### src/rtl/alu_pkg.sv
// Shared op codes, FSM state encoding and small helpers for the sequential ALU.
package alu_pkg;

  localparam logic [3:0] ALU_AND  = 4'b0000;
  localparam logic [3:0] ALU_OR   = 4'b0001;
  localparam logic [3:0] ALU_ADD  = 4'b0010;
  localparam logic [3:0] ALU_XOR  = 4'b0011;
  localparam logic [3:0] ALU_SLL  = 4'b0100;
  localparam logic [3:0] ALU_SRL  = 4'b0101;
  localparam logic [3:0] ALU_SUB  = 4'b0110;
  localparam logic [3:0] ALU_SLT  = 4'b0111;
  localparam logic [3:0] ALU_SLTU = 4'b1000;
  localparam logic [3:0] ALU_SRA  = 4'b1001;

  typedef enum logic [1:0] {
    ST_IDLE  = 2'd0,
    ST_SHIFT = 2'd1,
    ST_DONE  = 2'd2
  } state_t;

  function automatic logic is_shift(input logic [3:0] sel);
    return (sel == ALU_SLL) || (sel == ALU_SRL) || (sel == ALU_SRA);
  endfunction

endpackage

### src/rtl/alu_seq_unit_if.sv
// Request/result handshake bundle between pipeline control and the sequential ALU.
interface alu_seq_unit_if #(parameter int N = 32);
  logic         in_valid_i;
  logic         in_ready_o;
  logic [3:0]   sel_i;
  logic [N-1:0] a_i;
  logic [N-1:0] b_i;
  logic         out_valid_o;
  logic         out_ready_i;
  logic [N-1:0] result_o;
  logic         zero_o;
  logic         busy_o;

  modport master (
    output in_valid_i, sel_i, a_i, b_i, out_ready_i,
    input  in_ready_o, out_valid_o, result_o, zero_o, busy_o
  );

  modport slave (
    input  in_valid_i, sel_i, a_i, b_i, out_ready_i,
    output in_ready_o, out_valid_o, result_o, zero_o, busy_o
  );
endinterface

### src/rtl/alu_comb_ops.sv
// Single-cycle ALU ops; shift codes and unknown codes produce 0 here.
module alu_comb_ops
  import alu_pkg::*;
#(
  parameter int N = 32
) (
  input  logic [3:0]   i_sel,
  input  logic [N-1:0] i_a,
  input  logic [N-1:0] i_b,
  output logic [N-1:0] o_result
);

  logic w_lt_s;
  logic w_lt_u;

  assign w_lt_s = $signed(i_a) < $signed(i_b);
  assign w_lt_u = i_a < i_b;

  // op select; anything unrecognised (including shifts) yields zero
  always_comb begin
    o_result = '0;
    case (i_sel)
      ALU_ADD:  o_result = i_a + i_b;
      ALU_SUB:  o_result = i_a - i_b;
      ALU_AND:  o_result = i_a & i_b;
      ALU_OR:   o_result = i_a | i_b;
      ALU_XOR:  o_result = i_a ^ i_b;
      ALU_SLT:  o_result = {{(N-1){1'b0}}, w_lt_s};
      ALU_SLTU: o_result = {{(N-1){1'b0}}, w_lt_u};
      default:  o_result = '0;
    endcase
  end

endmodule

### src/rtl/alu_seq_unit.sv
// Multi-cycle ALU: single-cycle ops complete on accept, shifts step one bit per cycle.
//
// state | meaning
// IDLE  | ready for a request
// SHIFT | iterating a shift, one bit per cycle
// DONE  | result valid, waiting for consumer
module alu_seq_unit
  import alu_pkg::*;
#(
  parameter int N = 32
) (
  input logic           clk_i,
  input logic           rst_ni,
  alu_seq_unit_if.slave bus
);

  localparam int SHW = $clog2(N);

  state_t         r_state;
  state_t         w_state_nxt;
  logic [N-1:0]   r_opnd;
  logic [N-1:0]   r_result;
  logic [SHW-1:0] r_count;
  logic [3:0]     r_op;
  logic [N-1:0]   w_comb_res;
  logic [N-1:0]   w_shift_nxt;
  logic [SHW-1:0] w_shamt;
  logic           w_accept;
  logic           w_shift_start;
  logic           w_last_shift;

  assign w_shamt       = bus.b_i[SHW-1:0];
  assign w_accept      = (r_state == ST_IDLE) && bus.in_valid_i;
  assign w_shift_start = is_shift(bus.sel_i) && (w_shamt != '0);
  assign w_last_shift  = (r_count == SHW'(1));

  alu_comb_ops #(.N(N)) u_comb (
    .i_sel    (bus.sel_i),
    .i_a      (bus.a_i),
    .i_b      (bus.b_i),
    .o_result (w_comb_res)
  );

  // one-bit step of the latched shift operand
  always_comb begin
    w_shift_nxt = r_opnd;
    case (r_op)
      ALU_SLL: w_shift_nxt = {r_opnd[N-2:0], 1'b0};
      ALU_SRL: w_shift_nxt = {1'b0, r_opnd[N-1:1]};
      ALU_SRA: w_shift_nxt = {r_opnd[N-1], r_opnd[N-1:1]};
      default: w_shift_nxt = r_opnd;
    endcase
  end

  // next-state logic
  always_comb begin
    w_state_nxt = r_state;
    case (r_state)
      ST_IDLE:  if (w_accept) w_state_nxt = w_shift_start ? ST_SHIFT : ST_DONE;
      ST_SHIFT: if (w_last_shift) w_state_nxt = ST_DONE;
      ST_DONE:  if (bus.out_ready_i) w_state_nxt = ST_IDLE;
      default:  w_state_nxt = ST_IDLE;
    endcase
  end

  // state register
  always_ff @(posedge clk_i or negedge rst_ni) begin
    if (!rst_ni) r_state <= ST_IDLE;
    else         r_state <= w_state_nxt;
  end

  // operand capture, shift iteration and result register
  always_ff @(posedge clk_i or negedge rst_ni) begin
    if (!rst_ni) begin
      r_opnd   <= '0;
      r_count  <= '0;
      r_op     <= ALU_AND;
      r_result <= '0;
    end else begin
      case (r_state)
        ST_IDLE: begin
          if (w_accept) begin
            if (w_shift_start) begin
              r_opnd  <= bus.a_i;
              r_count <= w_shamt;
              r_op    <= bus.sel_i;
            end else begin
              // a zero-distance shift passes operand A straight through
              r_result <= is_shift(bus.sel_i) ? bus.a_i : w_comb_res;
            end
          end
        end
        ST_SHIFT: begin
          r_opnd  <= w_shift_nxt;
          r_count <= r_count - SHW'(1);
          if (w_last_shift) r_result <= w_shift_nxt;
        end
        default: ;
      endcase
    end
  end

  assign bus.in_ready_o  = (r_state == ST_IDLE);
  assign bus.out_valid_o = (r_state == ST_DONE);
  assign bus.busy_o      = (r_state == ST_SHIFT);
  assign bus.result_o    = r_result;
  assign bus.zero_o      = (r_result == '0);

endmodule

### src/flat_wrapper.sv
// flat-port wrapper written by rule: the top's interface ports become plain ports
module alu_seq_unit_flat import alu_pkg::*;
#(
  parameter int N = 32
)
  (clk_i, rst_ni, bus_in_valid_i, bus_sel_i, bus_a_i, bus_b_i, bus_out_ready_i, bus_in_ready_o, bus_out_valid_o, bus_result_o, bus_zero_o, bus_busy_o);
  alu_seq_unit_if #(.N(N)) bus_i ();
  input logic clk_i;
  input logic rst_ni;
  input wire logic [$bits(bus_i.in_valid_i)-1:0] bus_in_valid_i;
  input wire logic [$bits(bus_i.sel_i)-1:0] bus_sel_i;
  input wire logic [$bits(bus_i.a_i)-1:0] bus_a_i;
  input wire logic [$bits(bus_i.b_i)-1:0] bus_b_i;
  input wire logic [$bits(bus_i.out_ready_i)-1:0] bus_out_ready_i;
  output wire logic [$bits(bus_i.in_ready_o)-1:0] bus_in_ready_o;
  output wire logic [$bits(bus_i.out_valid_o)-1:0] bus_out_valid_o;
  output wire logic [$bits(bus_i.result_o)-1:0] bus_result_o;
  output wire logic [$bits(bus_i.zero_o)-1:0] bus_zero_o;
  output wire logic [$bits(bus_i.busy_o)-1:0] bus_busy_o;
  assign bus_i.in_valid_i = bus_in_valid_i;
  assign bus_i.sel_i = bus_sel_i;
  assign bus_i.a_i = bus_a_i;
  assign bus_i.b_i = bus_b_i;
  assign bus_i.out_ready_i = bus_out_ready_i;
  assign bus_in_ready_o = bus_i.in_ready_o;
  assign bus_out_valid_o = bus_i.out_valid_o;
  assign bus_result_o = bus_i.result_o;
  assign bus_zero_o = bus_i.zero_o;
  assign bus_busy_o = bus_i.busy_o;
  alu_seq_unit #(.N(N)) u_core (.clk_i(clk_i), .rst_ni(rst_ni), .bus(bus_i));
endmodule
### config.mk
export PLATFORM = sky130hd
export DESIGN_NAME = alu_seq_unit_flat
export DESIGN_NICKNAME = d
export VERILOG_FILES = /design/src/rtl/alu_pkg.sv /design/src/rtl/alu_seq_unit_if.sv /design/src/rtl/alu_comb_ops.sv /design/src/rtl/alu_seq_unit.sv /design/src/flat_wrapper.sv
export SDC_FILE = /design/constraint.sdc
export NUM_CORES = 1
export LEC_CHECK = 0
export CORE_MARGIN = 2
export CORE_UTILIZATION = 45
export CTS_CLUSTER_SIZE = 20
export DETAILED_ROUTE_END_ITERATION = 8
export PLACE_DENSITY = 0.66
export SLEW_MARGIN = 20
export SYNTH_ARGS = -nofsm -noshare
export SYNTH_HDL_FRONTEND = slang
export SYNTH_HIERARCHICAL = 1
export SYNTH_SLANG_ARGS = --single-unit
### constraint.sdc
create_clock -name clk_i -period 1.95 [get_ports clk_i]
set_input_delay 0.195 -clock clk_i [delete_from_list [all_inputs] [get_ports clk_i]]
set_output_delay 0.195 -clock clk_i [all_outputs]
set_load 0.01 [all_outputs]
==> summary.md <==
| Metric | Value |
|---|---|
| Status | complete, but fails checks |
| Violated checks | setup timing |
| Reg power frac | 22.8% |
| Vias in the first global route | 12,500 |
| Largest net degree at the start of global routing | 47 |
| Design area | 0.0171 sq mm |
| Clk Latency, worst-skew pair | 330 ps |
| Die width | 154 microns |
| Reg2reg start | u_core/r_op[3] |
| Final GP Congestion | 1.01 |
| CTS Buffer Depth | 2 |
| Total leakage power | 7.70 nW |
| Endpoints failing hold | 0 |
| Req. time, crit path | 2170 ps |
| Yosys reg bits | 75 |
| MaxCap Viol Count | 0 |
| Sw Share | 42.8% |
| PnR worst setup slack | -1040 ps |
| Area Growth Syn to Fin | 68.5% |
| Highest clock rate | 0.335 GHz |
| H-tree levels | 3 |
| Pwr Total | 14.0 mW |
| Synth warn | 6 |
| ANT cells | 0 |
| Initial antenna violation count | 0 |
| Fin crit period | 2990 ps |
| Drt first pass iters | 7 |
| Setup Crit Path Kind | in -> reg |
| Setup TNS Final | -22,870 ps |
| Clock power share | 12.7% |
| Area after DPL | 0.0144 sq mm |
| Post-synth EDFFs | 0 |
| Synth Flop Type | dfrtp_1 |
| Internal power | 8.04 mW |
| Routed Antenna Nets | 0 |
| Fin. max-slew vios | 0 |
| Synth Net Count | 1,477 |
| Post-DP HPWL | 32,500 microns |
| Via count | 12,500 |
| Starting Density | 46.2% |
| Commonest non-fill, non-tap cell in the layout | buf_4 |
| Placement row count | 54 |
| Vias per cell | 6.08 |
| Tightest Pin Transition | 552 ps |
| Comb power frac | 64.5% |
| Clk_skew | 6.45 ps |
| Routed WL | 44,500 microns |
| Reg2Reg Setup Slack | 30 ps |
| P per Cell Area | 823 mW/mm^2 |
| RSZ-0062 raised after global routing | yes |
| Die height | 154 microns |
| R2r worst-path depth | 6 |
| Root buf cell | clkbuf_16 |
| Post-Synthesis Cells | 1,298 |
| Mapped cell area | 0.0101 sq mm |
| Startpoint types | input port |
| All-Layer GR Usage | 36.2% |
| Asr flop ratio synth | 100% |
| Crit-path max FO | 5 |
| GRT overflow | 0 |
| Reg-to-reg endpoint | u_core/bus.result_o[7] |
| Number of distinct library cells after synthesis | 89 |
| Slew Limit Headroom | 63.0% |
| HP Class | in -> async |
| Share of cells above drive strength 1 | 48.5% |
| First-pass GRT wire length | 68,400 microns |
| Top Ports | 108 |
| Share of the yosys chip area belonging to registers | 18.5% |
| Crit end category | flop |
| Syn Area/Cell | 7.81 sq um |
| Period utilisation layout | 153% |
| Clock sink count | 75 |
| Total CTS buffers | 9 |
| Core Region | 0.0220 sq mm |
| Net Switching | 6.00 mW |
| Die area | 0.0237 sq mm |
| Drt initial violations | 1,100 |
| Nets@finish | 1,950 |
| DRC | 0 |
| Max VDD drop | 0.00122 V |
| Final setup fails | 31 |
| Port Buffers | 107 |
| Commonest cells after routing, fill and taps aside | 356 x buf_4, 120 x nand2_1, 95 x nor2_1 |
| CTS tree | yes |
| Final core utilization | 77.8% |
| Worst-path clk slew | 60 ps |
| WP data arrival | 3200 ps |
| Routed length per placed instance | 21.6 microns |
## area by class of cell
class	instances	area (sq um)
sequential	75	1880
clock inverter	6	90.1
timing repair buffer	541	4690
clock buffer	9	225
fill	1561	4880
tap	280	350
inverter	97	405
multi-input combinational	1047	9440
## state kept, by name, summed over array words and instances, names as in the netlist
register,cells
u_core/bus.result_o,32
u_core/r_state,2
u_core/r_count,5
u_core/r_opnd,32
u_core/r_op,4
## power by group through the flow
stage | combinational, mW | sequential [mW] | clock [mW]
3_3_place_gp | 7.70 | 3.11 | 0
4_1_cts | 8.58 | 3.14 | 1.80
6_report | 9.06 | 3.21 | 1.78
2_1_floorplan | 4.53 | 3.06 | 0
3_5_place_dp | 7.82 | 3.11 | 0
5_1_grt | 9.66 | 3.30 | 1.87
## cell usage after synthesis (5+ instances only)
cell type / n / share of area [%]
nand2b_1: 31 / 1.9
buf_2: 16 / 0.79
o31ai_1: 11 / 0.81
o22ai_1: 11 / 0.68
a22oi_1: 22 / 1.6
ha_1: 105 / 13
a221o_1: 5 / 0.49
a21o_1: 15 / 1.1
nor2_1: 107 / 4.0
o21ai_0: 60 / 3.0
nor3_1: 17 / 0.84
nor2b_1: 13 / 0.80
inv_1: 92 / 3.4
mux2_2: 31 / 3.4
a211oi_1: 17 / 1.3
mux2i_1: 39 / 3.9
nand3_1: 18 / 0.89
nor3b_1: 5 / 0.37
or3_1: 8 / 0.49
and3_1: 7 / 0.43
nand4_1: 8 / 0.49
nor4_1: 16 / 0.99
dfrtp_1: 75 / 19
a32oi_1: 32 / 2.8
nand2_1: 128 / 4.7
buf_6: 7 / 0.78
o21bai_1: 15 / 1.1
clkbuf_1: 47 / 1.7
a221oi_1: 13 / 1.1
o21ai_1: 11 / 0.54
o211a_1: 6 / 0.59
a21oi_1: 114 / 5.6
o211ai_1: 18 / 1.3
o221ai_1: 15 / 1.3
mux2_4: 29 / 4.3
buf_1: 9 / 0.33
or2_2: 6 / 0.37
a31oi_1: 35 / 2.2
o21a_1: 5 / 0.37
## how the worst max path moves through the flow
stage	start	endpoint	slack, ps
6_report	bus_a_i[6]	u_core/bus.result_o[9]	-1040
5_1_grt	bus_a_i[6]	u_core/bus.result_o[21]	-1070
4_1_cts	bus_a_i[0]	u_core/bus.result_o[28]	-980
3_5_place_dp	bus_a_i[0]	u_core/bus.result_o[30]	-1990
3_3_place_gp	bus_a_i[0]	u_core/bus.result_o[22]	-1910
2_1_floorplan	bus_a_i[0]	u_core/bus.result_o[30]	-890
## per-stage QoR
step                      hold slack (ps)  setup WS (ps)  cells
final                                 245          -1040   2055
after global routing                  255          -1070   2055
after CTS                             246           -980   2042
after detailed placement             50.8          -1990   1980
after global placement               53.1          -1910   1980
after floorplan                      -101           -894   1298
## layer usage
| layer | track usage (%) | wire length [microns] | up-vias |
|---|---|---|---|
| li1 | - | - | 5743 |
| met1 | 51.6 | 19300 | 5991 |
| met2 | 57.0 | 19700 | 682 |
| met3 | 5.16 | 4280 | 83 |
| met4 | 10.6 | 1150 | 0 |
| met5 | 0 | 0 | - |
## worst max-delay path, cell delays in order
cell and delay [ps]:
buf_12 110, inv_6 30, ha_4 330, buf_12 120, nor2b_4 30, or4_4 430, o21ai_4 180, buf_6 130
buf_6 90, o21bai_1 70, a21o_1 180, a221o_1 330, o21ai_2 150, o211ai_1 100, mux2i_1 300, a32oi_1 130
mux2_4 290
## kinds of logic after synthesis
group | synth area share, %
adder cells (fa/ha/maj) | 13.4
multiplexers | 11.8
AND/OR/NAND/NOR | 17.7
XOR/XNOR | 0.0864
AO/OA/AOI/OAI | 31.3
flip-flops | 18.5
buffers and inverters | 7.23
## repair_timing
| item | 4_1_cts | 5_1_grt |
|---|---|---|
| pin swaps | 140 | 122 |
| resized for setup | 436 | 156 |
| hold endpoints to repair | 69 | 0 |
| hold buffers | 1 | 0 |
| setup buffers | 53 | 28 |
| setup endpoints to repair | 64 | 34 |
Note: power is estimated with default switching activity, not from simulation.
